--- src/rtl/kypd_emulator.sv ---
// Device-side 16-key keypad model: scripted presses from a command FIFO drive active-low rows against sampled column strobes.
// row_n follows col_n 3 edges later and pressed 1 edge later; cmd_ready drops only when the FIFO is full.
module kypd_emulator #(
    parameter int CLK_HZ     = 100000000,
    parameter int FIFO_DEPTH = 4,
    parameter int GAP_MS     = 20
) (
    input  logic        clk,
    input  logic        rst,
    input  logic        cmd_valid,
    output logic        cmd_ready,
    input  logic [3:0]  cmd_key,
    input  logic [7:0]  cmd_hold_ms,
    input  logic [3:0]  col_n,
    output logic [3:0]  row_n,
    output logic [15:0] pressed,
    output logic        busy,
    output logic        done
);
    localparam int TICK_CYC = (CLK_HZ / 1000 > 0) ? CLK_HZ / 1000 : 1;
    localparam int PW       = (TICK_CYC > 1) ? $clog2(TICK_CYC) : 1;
    localparam int AW       = $clog2(FIFO_DEPTH);
    localparam int CW       = AW + 1;
    localparam logic [15:0] GAP_LD = 16'(GAP_MS);

    typedef enum logic [1:0] {IDLE, PRESS, GAP} state_t;
    typedef struct packed {
        logic [3:0] key;
        logic [7:0] hold;
    } cmd_t;

    cmd_t          mem [FIFO_DEPTH];
    logic [AW-1:0] wr_ptr, rd_ptr;
    logic [CW-1:0] count;
    logic          full, empty, push, pop;
    cmd_t          head;

    state_t        state, state_next;
    logic [PW-1:0] pre_cnt;
    logic          tick, last_ms;
    logic [15:0]   ms_left;
    logic [3:0]    col_m, col_s;

    assign full      = (count == CW'(FIFO_DEPTH));
    assign empty     = (count == '0);
    assign cmd_ready = !full;
    assign push      = cmd_valid && !full;
    assign head      = mem[rd_ptr];
    assign busy      = (state != IDLE) || !empty;

    always_ff @(posedge clk or posedge rst) begin
        if (rst) begin
            wr_ptr <= '0;
            rd_ptr <= '0;
            count  <= '0;
        end else begin
            if (push) wr_ptr <= wr_ptr + AW'(1);
            if (pop)  rd_ptr <= rd_ptr + AW'(1);
            count <= count + CW'(push) - CW'(pop);
        end
    end

    always_ff @(posedge clk) begin
        if (push) mem[wr_ptr] <= {cmd_key, cmd_hold_ms};
    end

    assign tick    = (pre_cnt == PW'(TICK_CYC - 1));
    assign last_ms = tick && (ms_left == 16'd1);

    always_comb begin
        state_next = state;
        pop        = 1'b0;
        case (state)
            IDLE: begin
                if (!empty) begin
                    pop        = 1'b1;
                    state_next = PRESS;
                end
            end
            PRESS:   if (last_ms) state_next = (GAP_MS == 0) ? IDLE : GAP;
            GAP:     if (last_ms) state_next = IDLE;
            default: state_next = IDLE;
        endcase
    end

    // Prescaler restarts on every state entry so each ms count is cycle-exact.
    always_ff @(posedge clk or posedge rst) begin
        if (rst) begin
            state   <= IDLE;
            pre_cnt <= '0;
            ms_left <= '0;
            pressed <= '0;
            done    <= 1'b0;
        end else begin
            state <= state_next;
            done  <= 1'b0;
            if ((state_next != state) || tick) pre_cnt <= '0;
            else                               pre_cnt <= pre_cnt + PW'(1);
            case (state)
                IDLE: begin
                    if (pop) begin
                        pressed <= 16'd1 << head.key;
                        ms_left <= (head.hold == 8'd0) ? 16'd1 : {8'd0, head.hold};
                    end
                end
                PRESS: begin
                    if (last_ms) begin
                        pressed <= '0;
                        done    <= 1'b1;
                        ms_left <= GAP_LD;
                    end else if (tick) begin
                        ms_left <= ms_left - 16'd1;
                    end
                end
                GAP:     if (tick) ms_left <= ms_left - 16'd1;
                default: ;
            endcase
        end
    end

    always_ff @(posedge clk or posedge rst) begin
        if (rst) begin
            col_m <= 4'hF;
            col_s <= 4'hF;
            row_n <= 4'hF;
        end else begin
            col_m <= col_n;
            col_s <= col_m;
            for (int r = 0; r < 4; r++)
                row_n[r] <= ~|(pressed[r*4 +: 4] & ~col_s);
        end
    end
endmodule

--- config.mk ---
export PLATFORM = sky130hd
export DESIGN_NAME = kypd_emulator
export DESIGN_NICKNAME = d
export VERILOG_FILES = /design/src/rtl/kypd_emulator.sv
export SDC_FILE = /design/constraint.sdc
export NUM_CORES = 1
export LEC_CHECK = 0
export BUFFER_PORTS_ARGS = -buffer_cell sky130_fd_sc_hd__buf_2
export CAP_MARGIN = 20
export CORE_MARGIN = 10
export CORE_UTILIZATION = 25
export CTS_BUF_LIST = sky130_fd_sc_hd__clkbuf_8
export CTS_CLUSTER_DIAMETER = 50
export CTS_CLUSTER_SIZE = 40
export DETAILED_ROUTE_END_ITERATION = 8
export PLACE_DENSITY_LB_ADDON = 0.2
export SLEW_MARGIN = 15
export SYNTH_ARGS = -nofsm -noshare
export SYNTH_HDL_FRONTEND = slang
export SYNTH_SLANG_ARGS = --single-unit
--- constraint.sdc ---
create_clock -name clk -period 2.53 [get_ports clk]
set_clock_uncertainty 0.15 [all_clocks]
set_input_delay 0.506 -clock clk [delete_from_list [all_inputs] [get_ports clk]]
set_output_delay 0.506 -clock clk [all_outputs]
set_load 0.01 [all_outputs]
==> key figures <==
STA
  – Fin. max-slew vios: 0
  – Final Cycle Share: 0.969
  – Setup repair after global routing missed its margin: yes
  – Relative slew slack: 0.553
  – Setup-failing EPs final: 0
  – Worst slew pin tran: between 600 and 700 ps
  – Hold Vio Cnt, Final: 0
  – Fmax: between 400 and 500 MHz
  – Final min period: approximately 2500 ps
  – Total Neg Setup Slack: 0 ps

GRT
  – Vias in the first global route: around 4000
  – First-pass GRT wire length: roughly 21000 µm
  – Largest net degree at the start of global routing: 32
  – Overflow after GRT: 0
  – Antenna violations before repair: 0
  – Total Routing Usage GR: 0.0935

Floorplanning
  – Initial core utilization: 0.254
  – Row cnt: 54
  – Core Box Area: around 22000 µm²
  – Height of the chip: 169 µm
  – DIE AREA: between 20000 and 30000 µm²
  – I/O pin count: 42
  – DIE WIDTH: about 170 µm

Routing
  – Starting DRT DRC Count: around 180
  – DR DRC count: 0
  – WL final: about 13000 µm
  – DR vias: 3661
  – Routed vias/inst: around 4.5
  – Routed WL per cell: around 15 µm
  – Routed Antenna Nets: 0
  – Initial DRT Pass Iterations: 5

Clock tree
  – Root Driver: clkbuf_8
  – CTS Sinks: 119
  – Clk_lat worst skew: about 440 ps
  – Worst-path clk slew: about 70 ps
  – Max clock buf depth: 2
  – CTS buffer count: 17
  – CTS tree: built
  – # H-tree levels: 4

Power and ir drop
  – Peak supply drop: 0.438 mV
  – LEAKAGE: about 2.8 nW
  – Pwr Density: approximately 1100 nW/µm²

Placement
  – IO buf count: slightly above 40
  – Final HPWL DP: 9250 µm
  – Final Wtd Congestion: just under 0.9

Yosys
  – Syn nets: about 470
  – Syn_area_per_cell: around 13 µm²
  – Post-synth ARST share: 0.597
  – Cells after Synth: around 430
  – Synth Cell Area: 5520 µm²
  – Ys flop type: dfrtp_1
  – Synth Register Bits: 119
  – Synth cell types: 60
  – Register area share after synthesis: 0.586
  – Synth Warn #: 0
  – Post-synth EDFFs: 48

Cells and area
  – # diodes: 0
  – Most common cell after layout, fill and taps aside: dfrtp_1
  – # nets final: 557
  – Utilization after layout: 0.312
  – Fraction of layout instances using a drive strength above 1: 0.291
  – Area Growth Syn to Fin: 23.2%
  – Most frequent cells in the layout: dfrtp_1 (58), nor2_1 (48), edfxtp_1 (48)

Job
  – Max-cap violations: 0

Critical path
  – Critical Path RT: between 2000 and 3000 ps
  – Critical path class: flop to flop
  – Crit Path Max Fanout: 16
  – Worst Setup End Kind: flop
  – Worst EP arrival: about 2600 ps
  – Worst Setup Start Kind: flop

Run status
  – Status: finished, final reports clean

Worst hold path
  – Hold crit path type: input pin to async pin
## metal layers
metal  GRT usage  wire length, µm  part of all wire
met2       0.150             6170              0.49
met1       0.116             5820              0.46
met5           0                0                 0
met4      0.0405              116            0.0092
met3      0.0250              461             0.037
## path summary, 6_finish.rpt
path                                  from           to  slack, ps  depth (start not counted)
worst min-delay path                   rst  pre_cnt[10]          9                          2
worst max-delay path            ms_left[1]   pressed[4]         80                          8
worst min register to register    col_m[0]     col_s[0]        210                          0
worst max register to register  ms_left[1]   pressed[4]         80                          8
max in group asynchronous              rst   ms_left[3]       1520                          3
min in group clk                cmd_key[0]    mem[2][8]        130                          1
## synth_stat cells (5+ instances only)
cell type,count,area (µm²)
a21oi_1,8,40.0
a221oi_1,5,43.8
and2_1,5,31.3
and3_1,8,50.1
and4_1,5,43.8
clkbuf_1,5,18.8
dfrtp_1,59,1480
dfstp_2,12,315
edfxtp_1,48,1440
ha_1,14,175
inv_1,26,97.6
mux2_2,6,67.6
mux2_4,10,150
mux4_2,12,270
nand2_1,22,82.6
nand2b_1,6,37.5
nand3_1,13,65.1
nand4_1,10,62.6
nor2_1,48,180
nor3_1,10,50.1
nor4_1,5,31.3
o21ai_0,10,50.1
o22ai_1,5,31.3
xnor2_1,15,131
xor2_1,10,87.6
## cell families after synthesis
| logic type | synth area share |
|---|---|
| and+or+nand+nor | 0.162 |
| muxes | 0.0884 |
| adders and majority gates | 0.0354 |
| AOI/OAI and AO/OA | 0.0608 |
| DFF | 0.586 |
| xor gates and xnor gates | 0.0397 |
| buffers and inverters | 0.0277 |
## state kept, by name, summed over array words and instances (netlist names)
register,count
state,2
count,3
ms_left,16
col_m,4
pressed,16
wr_ptr,2
pre_cnt,17
done,1
rd_ptr,2
row_n,4
mem,48
col_s,4
## power breakdown
part | internal (mW) | switching [mW] | total, mW | leakage (nW)
combinational | 1.21 | 1.41 | 2.62 | 1.22
clock | 1.18 | 0.730 | 1.91 | 0.245
sequential | 2.45 | 0.339 | 2.79 | 1.36
## metrics by stage
stage | hold WS, ps | cells | setup WS (ps) | power (mW) | instance area (µm²)
CTS | 1.33 | 815 | 48.4 | 7.42 | 6780
floorplan | 195 | 433 | 60.4 | 4.49 | 5530
global placement | 196 | 779 | 107 | 5.42 | 6300
finish | 8.54 | 816 | 78.6 | 7.31 | 6800
global route | 59.7 | 816 | -16.5 | 7.85 | 6800
detailed placement | 197 | 779 | 62.6 | 5.45 | 6300
## repair_timing
item / in CTS / in global routing
endpoints found under the hold margin: 4 / 0
hold buffers: 4 / 0
buffers inserted: 0 / 1
resized for setup: 0 / 1
endpoints found under the setup margin: 0 / 7
## layout make-up
class | count | area, µm²
fillers | 2172 | 15000
flip-flops and latches | 119 | 3230
multi-input cells | 279 | 2140
repair buffers | 80 | 533
well taps | 280 | 350
clock buffers | 18 | 248
clock inverters | 14 | 193
inverters | 26 | 97.6
## worst max-delay path, stage by stage (launching register included)
cell,delay (ps)
dfrtp_1,410
inv_1,90
ha_1,170
or4b_1,490
nor4_4,230
and2_4,240
a21oi_4,60
buf_12,180
mux2_4,300
Power figures use the tool's default switching activity.
